## src/rtl/rr_arb4_pkg.sv

```systemverilog
// rr_arb4_pkg: shared encodings and sizes for the four-way round-robin arbiter.
package rr_arb4_pkg;

   localparam int NREQ  = 4;
   localparam int IDX_W = 2;

   typedef enum logic {
      ST_IDLE  = 1'b0,
      ST_GRANT = 1'b1
   } state_e;

endpackage

```

## src/rtl/rr_arb4_dec2x4.sv

```systemverilog
// dec2x4: enabled 2-to-4 one-hot decoder; all-zero output when disabled.
module dec2x4 (
   input  logic [1:0] i,
   input  logic       EN,
   output logic [3:0] y
);

   assign y = EN ? 4'b0001 << i : 4'b0000;

endmodule

```

## src/rtl/rr_arb4.sv

```systemverilog
// rr_arb4: four-requester round-robin arbiter with bounded hold and registered grant.
module rr_arb4
   import rr_arb4_pkg::*;
#(
   parameter int MAX_HOLD = 4,
   parameter int CNT_W    = 4
) (
   input  logic             clk,
   input  logic             rst,
   input  logic [NREQ-1:0]  req,
   output logic [NREQ-1:0]  grant,
   output logic [IDX_W-1:0] grant_idx,
   output logic             grant_vld
);

   state_e             state_q;
   logic [IDX_W-1:0]   idx_q;
   logic [IDX_W-1:0]   ptr_q;
   logic               vld_q;
   logic [CNT_W-1:0]   cnt_q;
   logic [IDX_W-1:0]   rot_start;
   logic [IDX_W:0]     pick_idle;
   logic [IDX_W:0]     pick_rot;
   logic               rotate;

   // {found, index} of the first set bit of vec scanning upward from start with wrap
   function automatic logic [IDX_W:0] pick(input logic [IDX_W-1:0] start,
                                           input logic [NREQ-1:0]  vec);
      logic [IDX_W:0]   r;
      logic [IDX_W-1:0] k_idx;
      r = '0;
      for (int k = NREQ - 1; k >= 0; k--) begin
         k_idx = start + IDX_W'(k);
         if (vec[k_idx]) r = {1'b1, k_idx};
      end
      return r;
   endfunction

   assign rot_start = idx_q + IDX_W'(1);
   assign pick_idle = pick(ptr_q, req);
   assign pick_rot  = pick(rot_start, req);
   assign rotate    = !req[idx_q] || (cnt_q == CNT_W'(MAX_HOLD));

   always_ff @(posedge clk) begin
      if (rst) begin
         state_q <= ST_IDLE;
         idx_q   <= '0;
         ptr_q   <= '0;
         vld_q   <= 1'b0;
         cnt_q   <= '0;
      end else begin
         case (state_q)
            ST_IDLE: begin
               if (pick_idle[IDX_W]) begin
                  idx_q   <= pick_idle[IDX_W-1:0];
                  vld_q   <= 1'b1;
                  cnt_q   <= CNT_W'(1);
                  state_q <= ST_GRANT;
               end
            end
            ST_GRANT: begin
               if (rotate) begin
                  ptr_q <= rot_start;
                  if (pick_rot[IDX_W]) begin
                     idx_q <= pick_rot[IDX_W-1:0];
                     cnt_q <= CNT_W'(1);
                  end else begin
                     vld_q   <= 1'b0;
                     state_q <= ST_IDLE;
                  end
               end else begin
                  cnt_q <= cnt_q + CNT_W'(1);
               end
            end
            default: state_q <= ST_IDLE;
         endcase
      end
   end

   assign grant_idx = idx_q;
   assign grant_vld = vld_q;

   dec2x4 u_dec (
      .i  (idx_q),
      .EN (vld_q),
      .y  (grant)
   );

endmodule

```

## config.mk

```make
export PLATFORM = sky130hd
export DESIGN_NAME = rr_arb4
export DESIGN_NICKNAME = d
export VERILOG_FILES = /design/src/rtl/rr_arb4_pkg.sv /design/src/rtl/rr_arb4_dec2x4.sv /design/src/rtl/rr_arb4.sv
export SDC_FILE = /design/constraint.sdc
export NUM_CORES = 1
export LEC_CHECK = 0
export BUFFER_PORTS_ARGS = -buffer_cell sky130_fd_sc_hd__buf_2
export CORE_MARGIN = 2
export CORE_UTILIZATION = 59
export CTS_CLUSTER_SIZE = 12
export DETAILED_ROUTE_END_ITERATION = 10
export PLACE_DENSITY = 0.82
export SYNTH_ARGS = -nofsm -noshare
export SYNTH_HDL_FRONTEND = slang
export SYNTH_SLANG_ARGS = --single-unit
```

## constraint.sdc

```tcl
create_clock -name clk -period 3.2 [get_ports clk]
set_input_delay 0.32 -clock clk [delete_from_list [all_inputs] [get_ports clk]]
set_output_delay 0.32 -clock clk [all_outputs]
set_load 0.05 [all_outputs]
```

== Word-level counts from Yosys, hierarchy flattened ==
Index checks and enable logic that the tools add are counted.
Storage, ports and cells
  register bits after elaboration: 10
  input bits: 6
  output and inout bits: 7
  word-level logic and storage cells: 79
Operators by class
  add/sub/neg operators: 8
  magnitude comparators: 9
  eq/ne operators: 6
  shifts and indexed selects: 1
  multiplexer cells: 43
  bitwise logic cells: 1
  reduce and logical (&&, ||, !) cells: 6
Operators with widths (count)
  $lt A2 B3 Y1 const B: 9
  $mux W3: 8
  $bmux W1 S2: 9
  $mux W4: 4
  $mux W1: 15
  $add A2 B2 Y2 const B: 4
  $pmux W4 S2: 1
  $add A2 B1 Y2 const B: 3
  $mux W2: 3
  $reduce_and A3 Y1: 2
  $add A4 B1 Y4 const B: 1
  $eq A4 B3 Y1 const B: 1
  $ne A2 B1 Y1 const B: 2
  $ne A2 B2 Y1 const B: 2
  $pmux W1 S2: 2
  $pmux W2 S2: 1
  $reduce_and A2 Y1: 2
  $shl A1 B2 Y4 const A: 1
  $ne A3 B3 Y1 const B: 1
  $logic_not A1 Y1: 1
  $logic_or A1 B1 Y1: 1
  $not A1 Y1: 1

== Depth between registers and ports, before layout ==
Gate-level depths: netlist (run 1).
  word-level depth: 11
  mapped depth: 8

== Modules after synthesis ==
From an unflattened synthesis (run 1), not the netlist that was laid out.
Second synthesis, totals
  cells, all modules: 94
  area, all modules: 763.2 um^2
By module, submodules not included
  rr_arb4: instances 1, cells an instance 90, area each 725.7 um^2, sequential area each 200.2 um^2
  dec2x4: instances 1, cells an instance 4, area each 37.5 um^2, sequential area each 0.0 um^2

== Least setup slack after synthesis (run 1) ==
OpenSTA, ideal clock, no wires.
  kind: reg2reg
  start point: register idx_q[0] (netlist: grant_idx[0])
  end point: register idx_q[1] (netlist: grant_idx[1])
  setup time: 79 ps
  arrival time: 2019 ps
  data required time: 3121 ps
  slack: 1102 ps
  cell stages (with the launch flop): 8
  path buffers: 2
  cells stage by stage: dfxtp_1 > buf_6 > mux4_2 > and3_1 > buf_6 > nor2_8 > nor2_1 > a211oi_2
Between the ends
  word-level cells in the longest chain between the ends: 11
RTL lines
  start, declared: RTL line rr_arb4.sv:17  | logic [IDX_W-1:0] idx_q;
  start signal, assigned: RTL line rr_arb4.sv:55  | idx_q <= pick_idle[IDX_W-1:0];
  start signal, assigned: RTL line rr_arb4.sv:65  | idx_q <= pick_rot[IDX_W-1:0];
  $add A2 B1 Y2: RTL line rr_arb4.sv:39  | assign rot_start = idx_q + IDX_W'(1);
  $add A2 B2 Y2: RTL line rr_arb4.sv:33  | k_idx = start + IDX_W'(k);
  $bmux W1 S2: RTL line rr_arb4.sv:34  | if (vec[k_idx]) r = {1'b1, k_idx};
  $mux W1 (implied by the code): RTL line rr_arb4.sv:34
  $mux W3 (4 in a row): RTL line rr_arb4.sv:34
  $mux W2: RTL line rr_arb4.sv:64  | if (pick_rot[IDX_W]) begin
  $mux W2: RTL line rr_arb4.sv:62  | if (rotate) begin
  $pmux W2 S2: RTL line rr_arb4.sv:52  | case (state_q)
Parallel ways exist; a longest one is shown, timed or not. The select of a mux whose other input is x is not followed.
A chain may end at the register's enable or synchronous reset.

== Final worst setup path (run 1) ==
Ends and elaborated chain as after synthesis.

==> flow_metrics.env, run 1 <==
export IMPL_status="completed"
export IMPL_min_period_ns=1.99
export IMPL_dp_hpwl_um=1180
export IMPL_drive_gt1_share_pct=17.6
export IMPL_clkTransAtPathRegs_ns=0.06
export IMPL_synth_async_reset_ratio_pct=0
export IMPL_criticalPathCategory="flop to flop"
export IMPL_max_stage_delay_ns=0.60
export IMPL_crit_path_end_kind="flop"
export IMPL_core_area_sq_mm=0.00132
export IMPL_vias=725
export IMPL_cp_depth=5
export IMPL_route_detailed_drc=0
export IMPL_grt_pass1_wl_um=2770
export IMPL_fillers=116
export IMPL_worst_slew_pin_slew_ns=0.992
export IMPL_final_cells=123
export IMPL_place_gp_congestion=0.865
export IMPL_finalHoldViolCount=0
export IMPL_synth_edf_count=0
export IMPL_finClkSkew_ns=0.00145
export IMPL_cts_tree="yes"
export IMPL_routedWlPerCell_um=13.1
export IMPL_synth_ff_type="dfxtp_1"
export IMPL_syn_inst=100
export IMPL_grt_antenna_before_repair=0
export IMPL_relSlewSlack_pct=33.3
export IMPL_cap_violations=0
export IMPL_synthTopCellsByArea="dfxtp_1 (23%), ha_1 (8.8%), a21oi_1 (5.9%)"
export IMPL_setup_violations_final=0
export IMPL_synth_most_common_cell="nor2_1"
export IMPL_seq_area_sq_um=200
export IMPL_antennaDiodeCount=0
export IMPL_areaGrowthSynthToFinish_pct=2.79
export IMPL_cts_resized=0
export IMPL_drt_iter0_markers=13
export IMPL_clk_latency_ns=0.26
export IMPL_cts_sinks=10
export IMPL_hold_class="input pin to flop"
export IMPL_startpoint_type="flop"
export IMPL_grt_overflow=0
export IMPL_dpl_cell_count=120
export IMPL_nets=122
export IMPL_io_pins=13
export IMPL_path_cells="mux4_2 > and3_1 > nor2_8 > nor2_1 > a211oi_2"
export IMPL_critPathTopFamily="flip-flops"
export IMPL_postLayoutCoreUtil_pct=66.5
export IMPL_cp_required_ns=3.38
export IMPL_cts_htree_levels=1
export IMPL_synthesis_nets=112
export IMPL_grt_max_degree=14
export IMPL_synth_largest_area_cell="dfxtp_1"
export IMPL_cp_buffers_inverters=0
export IMPL_p_per_area_mw_per_mm2=447
export IMPL_yosysWarnings=0
export IMPL_die_h_um=42
export IMPL_rsz0062_at_grt="false"
export IMPL_rows=13
export IMPL_ctsHoldBuffers=0
export IMPL_drtPass1Iterations=4
export IMPL_ys_ff_latch=10
export IMPL_placed_area_sq_um=853
export IMPL_ant_nets=0
export IMPL_initial_core_util_pct=64.7
export IMPL_place_ws_ns=1.23
export IMPL_multi_input_area_sq_um=552
export IMPL_synth_top_area_share_pct=23.5
export IMPL_layout_setup_ws_ns=1.21
export IMPL_stdcell_area_sq_um=876
export IMPL_hold_path_depth=2
export IMPL_cts_root_buf="clkbuf_4"
export IMPL_via_per_inst=5.89
export IMPL_portBuffers=12
export IMPL_drv_slew=0
export IMPL_fp_dieW_um=42
export IMPL_avgSynthCellArea_sq_um=8.52
export IMPL_grt_use_total_pct=20.3
export IMPL_yosys_top_cells_count="nor2_1 (11), a21oi_1 (10), dfxtp_1 (10), ha_1 (6), inv_1 (6)"
export IMPL_clock_fmax_mhz=502
export IMPL_synth_seq_area_share_pct=23.5
export IMPL_syn_area_sq_um=852
export IMPL_die_area_sq_mm=0.00176
export IMPL_post_cts_setup_buffers=0
export IMPL_reg2regPathDepth=5
export IMPL_cts_made_buffers=3
export IMPL_routed_wl_um=1610
export IMPL_finalCritPeriodShare_pct=62.3
export IMPL_crit_fanout=13
export IMPL_slowest_stage="dfxtp_1"
export IMPL_clockBufferDepth=2
export IMPL_totalNegativeSetupSlack_ns=0
export IMPL_r2r_start="grant_idx[0]"
export IMPL_grt_pass1_vias=639
export IMPL_crit_arrival_ns=2.18
export IMPL_p_leak_nw=0.392
export IMPL_yosysUniqueCellTypes=36
export IMPL_ir_worst_vdd_mv=0.248
export IMPL_setup_worst_path_start="grant_idx[0]"
export IMPL_hp_start="rst"
==> cell families (layout without fill, tap and decap cells) <==
logic type	count (synthesis)	in the layout	synth area share, %
buffers and inverters	13	21	11.7
adders and majority gates	6	6	8.81
AOI/OAI and AO/OA	29	29	22.2
and+or+nand+nor	39	39	26.9
DFF	10	10	23.5
muxes	3	3	6.90
==> report_power, final <==
group / switching (mW) / internal, mW / total (mW)
combinational: 0.0935 / 0.0575 / 0.151
clock: 0.0391 / 0.0433 / 0.0824
sequential: 0.0222 / 0.136 / 0.158
total: 0.155 / 0.237 / 0.392
==> state kept, by name, indices dropped and copies added (netlist names) <==
name	flops
ptr_q	2
state_q	1
grant_vld	1
grant_idx	2
cnt_q	4
==> final timing paths <==
kind,slack (ns),to
min,0.38,state_q
min reg2reg,0.50,cnt_q[0]
max reg2reg,1.21,grant_idx[1]
max,1.21,grant_idx[1]
==> per-stage QoR <==
step / hold WS (ns) / power, mW
final: 0.379 / 0.392
after global routing: 0.389 / 0.418
after CTS: 0.376 / 0.394
after detailed placement: 0.498 / 0.311
after global placement: 0.484 / 0.306
after floorplan: 0.463 / 0.292
==> routing by layer <==
metal	share of wire, %	vias up	global-route usage, %
met5	0	-	0
met4	0.37	0	3.87
met3	5.5	2	6.90
met2	45	23	32.5
met1	49	330	26.5
li1	-	370	-
==> cell usage in the layout (no fill, tap or decap), types with 2 or more instances in the layout <==
cell,synthesis,final
ha_1,6,6
a21boi_0,2,2
nand2_1,5,5
clkbuf_4,0,3
and2b_1,2,2
nand2b_1,3,3
a211oi_1,3,3
and2_1,5,5
o211a_1,2,2
a21oi_1,10,10
dfxtp_1,10,10
nand3_1,2,2
a22oi_1,2,2
o21ai_0,4,4
inv_1,6,6
nor2_1,11,11
nor2b_1,3,3
buf_2,0,12
nand3b_1,2,2
==> worst reg2reg max path, stage by stage, from the launching register on <==
cell	delay, ns
dfxtp_1	0.60
mux4_2	0.59
and3_1	0.31
nor2_8	0.16
nor2_1	0.06
a211oi_2	0.20
==> final cells by class <==
cell class,count,share of cell area (%)
well taps,15,2.14
multi-input cells,77,63.0
flip-flops and latches,10,22.9
inverters,6,2.57
clock buffers,3,2.57
repair buffers,12,6.86
(Power assumes the default switching activity.)
==> inputs of run 2 (changes only) <==
--- a/config.mk
+++ b/config.mk
@@ -6,11 +6,12 @@
 export NUM_CORES = 1
 export LEC_CHECK = 0
 export BUFFER_PORTS_ARGS = -buffer_cell sky130_fd_sc_hd__buf_2
+export CORE_ASPECT_RATIO = 0.8
 export CORE_MARGIN = 2
-export CORE_UTILIZATION = 59
+export CORE_UTILIZATION = 49
 export CTS_CLUSTER_SIZE = 12
 export DETAILED_ROUTE_END_ITERATION = 10
-export PLACE_DENSITY = 0.82
+export PLACE_DENSITY = 0.73
 export SYNTH_ARGS = -nofsm -noshare
 export SYNTH_HDL_FRONTEND = slang
 export SYNTH_SLANG_ARGS = --single-unit
==> constraint.sdc (replaced) <==
create_clock -name clk -period 1.8 [get_ports clk]
set_input_delay 0.18 -clock clk [delete_from_list [all_inputs] [get_ports clk]]
set_output_delay 0.18 -clock clk [all_outputs]
set_load 0.05 [all_outputs]
==> flow_metrics.env, run 2 (synthesized netlist as in run 1, its figures left out) <==
export IMPL_status="completed"
export IMPL_finalCritPeriodShare_pct=91.6
export IMPL_rows=13
export IMPL_fillers=161
export IMPL_grt_antenna_before_repair=0
export IMPL_initial_core_util_pct=52.4
export IMPL_clockBufferDepth=2
export IMPL_startpoint_type="flop"
export IMPL_top_register="cnt_q"
export IMPL_routedWlPerCell_um=12.5
export IMPL_ir_worst_vdd_mv=0.612
export IMPL_drv_slew=0
export IMPL_cts_sinks=10
export IMPL_post_cts_setup_buffers=0
export IMPL_cts_root_buf="clkbuf_4"
export IMPL_io_pins=13
export IMPL_rsz0062_at_grt="false"
export IMPL_core_area_sq_mm=0.00163
export IMPL_clkTransAtPathRegs_ns=0.06
export IMPL_cts_tree="yes"
export IMPL_vias=743
export IMPL_holdWs_ns=0.253
export IMPL_cts_htree_levels=1
export IMPL_antennaDiodeCount=0
export IMPL_place_gp_congestion=0.843
export IMPL_finClkSkew_ns=0.00983
export IMPL_routed_wl_um=1690
export IMPL_relSlewSlack_pct=77.1
export IMPL_crit_path_end_kind="flop"
export IMPL_final_cell_mix="buf_2 (12), nor2_1 (11), a21oi_1 (10), dfxtp_1 (8), inv_1 (6)"
export IMPL_finalHoldViolCount=0
export IMPL_reg2regPathDepth=6
export IMPL_crit_fanout=9
export IMPL_totalNegativeSetupSlack_ns=0
export IMPL_hold_path_depth=2
export IMPL_criticalPathCategory="flop to flop"
export IMPL_via_per_inst=5.50
export IMPL_areaGrowthSynthToFinish_pct=10.4
export IMPL_drive_gt1_share_pct=23.9
export IMPL_worst_slew_pin_slew_ns=0.343
export IMPL_cap_violations=0
export IMPL_grt_use_total_pct=18.2
export IMPL_drt_iter0_markers=11
export IMPL_hold_class="input pin to flop"
export IMPL_place_ws_ns=0.0713
export IMPL_cts_resized=0
export IMPL_p_leak_nw=0.416
export IMPL_grt_max_degree=13
export IMPL_final_common_cell="buf_2"
export IMPL_crit_arrival_ns=1.79
export IMPL_layout_setup_ws_ns=0.151
export IMPL_clock_fmax_mhz=606
export IMPL_cp_required_ns=1.94
export IMPL_min_period_ns=1.65
export IMPL_portBuffers=12
export IMPL_grt_pass1_wl_um=2680
export IMPL_drtPass1Iterations=4
export IMPL_cts_made_buffers=3
export IMPL_die_h_um=41.3
export IMPL_dp_hpwl_um=1270
export IMPL_fp_dieW_um=50.6
export IMPL_ctsHoldBuffers=0
export IMPL_p_per_area_mw_per_mm2=789
export IMPL_grt_pass1_vias=595
export IMPL_die_area_sq_mm=0.00209
export IMPL_nets=126
export IMPL_ant_nets=0
export IMPL_grt_overflow=0
export IMPL_setup_violations_final=0
export IMPL_route_detailed_drc=0
export IMPL_largest_reg_flops=4
export IMPL_clk_latency_ns=0.26
run 2: cell type report:
type / instances / area (sq um) / share of cell area [%]
flip-flops and latches: 10 / 205 / 21.8
well taps: 22 / 27.5 / 2.93
clock buffers: 4 / 26.3 / 2.79
multi-input cells: 77 / 569 / 60.5
inverters: 6 / 22.5 / 2.39
repair buffers: 16 / 90.1 / 9.57
run 2: worst paths after layout:
kind,slack (ns),to,from
setup / recovery,0.15,grant_idx[0],grant_idx[0]
hold / removal,0.25,ptr_q[1],rst
setup reg to reg,0.15,grant_idx[0],grant_idx[0]
hold reg to reg,0.50,cnt_q[0],cnt_q[0]
run 2: power by group:
| group | internal (mW) | switching, mW |
|---|---|---|
| Sequential | 0.245 | 0.0308 |
| Combinational | 0.130 | 0.185 |
| Clock | 0.0851 | 0.0661 |
run 2: critical path, cell delays in order (launching register included):
cell and delay [ns]:
dfxtp_4 0.40, inv_1 0.10, ha_4 0.30, mux4_1 0.29, o31ai_1 0.22, nand2_1 0.10, mux2i_1 0.13
run 2: per-stage QoR:
step / area (sq um) / total power [mW] / util [%] / instances
after floorplan: 862 / 0.525 / - / 100
after global placement: 902 / 0.569 / 55.5 / 131
after detailed placement: 902 / 0.579 / 55.5 / 131
after CTS: 928 / 0.735 / 57.1 / 135
after global routing: 941 / 0.796 / 57.8 / 135
final: 941 / 0.742 / 57.8 / 135
run 2: metal layers:
layer	vias to the layer above	wire length (um)	track usage, %
li1	380	-	-
met1	348	853	22.7
met2	13	753	31.6
met3	2	80	6.43
met4	0	5	4.05
met5	-	0	0
==> inputs of run 3 (changes only) <==
--- a/config.mk
+++ b/config.mk
@@ -6,12 +6,11 @@
 export NUM_CORES = 1
 export LEC_CHECK = 0
 export BUFFER_PORTS_ARGS = -buffer_cell sky130_fd_sc_hd__buf_2
-export CORE_ASPECT_RATIO = 0.8
 export CORE_MARGIN = 2
-export CORE_UTILIZATION = 49
+export CORE_UTILIZATION = 55
 export CTS_CLUSTER_SIZE = 12
 export DETAILED_ROUTE_END_ITERATION = 10
-export PLACE_DENSITY = 0.73
+export PLACE_DENSITY = 0.78
 export SYNTH_ARGS = -nofsm -noshare
 export SYNTH_HDL_FRONTEND = slang
 export SYNTH_SLANG_ARGS = --single-unit
==> constraint.sdc (replaced) <==
create_clock -name clk -period 1.57 [get_ports clk]
set_input_delay 0.157 -clock clk [delete_from_list [all_inputs] [get_ports clk]]
set_output_delay 0.157 -clock clk [all_outputs]
set_load 0.05 [all_outputs]
==> flow_metrics.env, run 3 (synthesized netlist as in run 1, its figures left out) <==
export IMPL_p_leak_nw=0.465
export IMPL_cts_htree_levels=1
export IMPL_p_seq_share_pct=30.9
export IMPL_rows=14
export IMPL_cp_required_ns=1.73
export IMPL_clk_latency_ns=0.28
export IMPL_areaGrowthSynthToFinish_pct=21.4
export IMPL_vias=808
export IMPL_routed_wl_um=1960
export IMPL_grt_overflow=0
export IMPL_final_cell_mix="buf_4 (14), nor2_1 (11), buf_2 (11), a21oi_1 (10), dfxtp_1 (8)"
export IMPL_clkTransAtPathRegs_ns=0.08
export IMPL_nets=135
export IMPL_fp_dieW_um=43.4
export IMPL_via_per_inst=5.86
export IMPL_rsz0062_at_grt="true"
export IMPL_power_net_switching_mw=0.382
export IMPL_route_detailed_drc=0
export IMPL_crit_path_end_kind="flop"
export IMPL_startpoint_type="flop"
export IMPL_p_sw_share_pct=38.1
export IMPL_p_per_area_mw_per_mm2=969
export IMPL_largest_reg_flops=4
export IMPL_relSlewSlack_pct=76.3
export IMPL_antennaDiodeCount=0
export IMPL_clock_fmax_mhz=639
export IMPL_hold_class="input pin to flop"
export IMPL_drive_gt1_share_pct=36.1
export IMPL_initial_core_util_pct=57.9
export IMPL_cts_tree="yes"
export IMPL_crit_fanout=7
export IMPL_criticalPathCategory="flop to flop"
export IMPL_core_area_sq_mm=0.00147
export IMPL_grt_pass1_wl_um=3400
export IMPL_layout_setup_ws_ns=0.00521
export IMPL_die_area_sq_mm=0.00188
export IMPL_drtPass1Iterations=4
export IMPL_totalNegativeSetupSlack_ns=0
export IMPL_portBuffers=12
export IMPL_grt_pass1_vias=769
export IMPL_place_ws_ns=-0.0422
export IMPL_cap_violations=0
export IMPL_ctsHoldBuffers=0
export IMPL_cts_made_buffers=3
export IMPL_crit_arrival_ns=1.73
export IMPL_dp_hpwl_um=1410
export IMPL_finalCritPeriodShare_pct=99.7
export IMPL_grt_use_total_pct=24.4
export IMPL_drv_slew=0
export IMPL_ir_worst_vdd_mv=0.533
export IMPL_clockBufferDepth=2
export IMPL_grt_antenna_before_repair=0
export IMPL_ant_nets=0
export IMPL_finClkSkew_ns=0.00464
export IMPL_cts_sinks=10
export IMPL_top_register="cnt_q"
export IMPL_routedWlPerCell_um=14.2
export IMPL_p_comb_share_pct=44.3
export IMPL_grt_max_degree=13
export IMPL_worst_slew_pin_slew_ns=0.355
export IMPL_min_period_ns=1.56
export IMPL_die_h_um=43.4
export IMPL_postLayoutCoreUtil_pct=70.3
export IMPL_place_gp_congestion=0.850
export IMPL_cts_root_buf="clkbuf_4"
export IMPL_drt_iter0_markers=32
export IMPL_p_clk_share_pct=24.8
export IMPL_setup_violations_final=0
export IMPL_intPower_mw=0.620
export IMPL_finalHoldViolCount=0
export IMPL_status="completed"
export IMPL_io_pins=13
export IMPL_final_common_cell="buf_4"
==> run 3: cell count changes in the layout (fill, tap and decap cells not counted), sizes merged <==
cell	delta
buf	+9
==> run 3: stage by stage <==
step | cells | hold WS [ns] | total power [mW] | cell area [sq um]
2_1_floorplan | 100 | 0.348 | 0.605 | 870
6_report | 138 | 0.212 | 1.00 | 1030
3_3_place_gp | 132 | 0.485 | 0.693 | 955
5_1_grt | 138 | 0.232 | 1.05 | 1030
4_1_cts | 137 | 0.207 | 0.979 | 1010
3_5_place_dp | 132 | 0.494 | 0.710 | 955
==> run 3: final cells by class <==
type | count | area [sq um]
tap | 16 | 20.0
multi-input combinational | 77 | 591
inverter | 6 | 22.5
timing repair buffer | 25 | 160
clock buffer | 4 | 36.3
sequential | 10 | 205
fill | 126 | 437
==> run 3: power by group through the flow <==
stage	sequential (mW)	combinational [mW]	clock [mW]
6_report	0.310	0.444	0.248
5_1_grt	0.316	0.477	0.256
4_1_cts	0.308	0.424	0.247
3_5_place_dp	0.317	0.393	0
3_3_place_gp	0.315	0.378	0
2_1_floorplan	0.348	0.257	0
==> run 3: final timing paths <==
kind / from / end / slack [ns] / cells past startpoint
worst max-delay path: grant_idx[0] / cnt_q[2] / 0.005 / 5
worst min-delay path: rst / state_q / 0.21 / 2
worst max register to register: grant_idx[0] / cnt_q[2] / 0.005 / 5
worst min register to register: cnt_q[3] / cnt_q[3] / 0.51 / 2
==> run 3: metal layers <==
metal | vias to the layer above | share of wire (%) | global-route usage [%]
met4 | 0 | 3.7 | 14.5
li1 | 398 | - | -
met1 | 365 | 42 | 32.1
met5 | - | 0 | 0
met3 | 11 | 6.8 | 3.33
met2 | 34 | 47 | 38.2
==> run 3: what timing repair did <==
item,in CTS,in global routing
pin swaps,0,2
gates resized for setup,3,8
endpoints found under the hold margin,0,0
setup buffers,1,1
setup endpoints to repair,4,6
==> run 3: critical path: stages (launching register included) <==
cell,delay [ns]
dfxtp_4,0.38
mux4_2,0.53
and3_4,0.21
nor2b_4,0.13
o21ai_1,0.12
a21oi_1,0.07
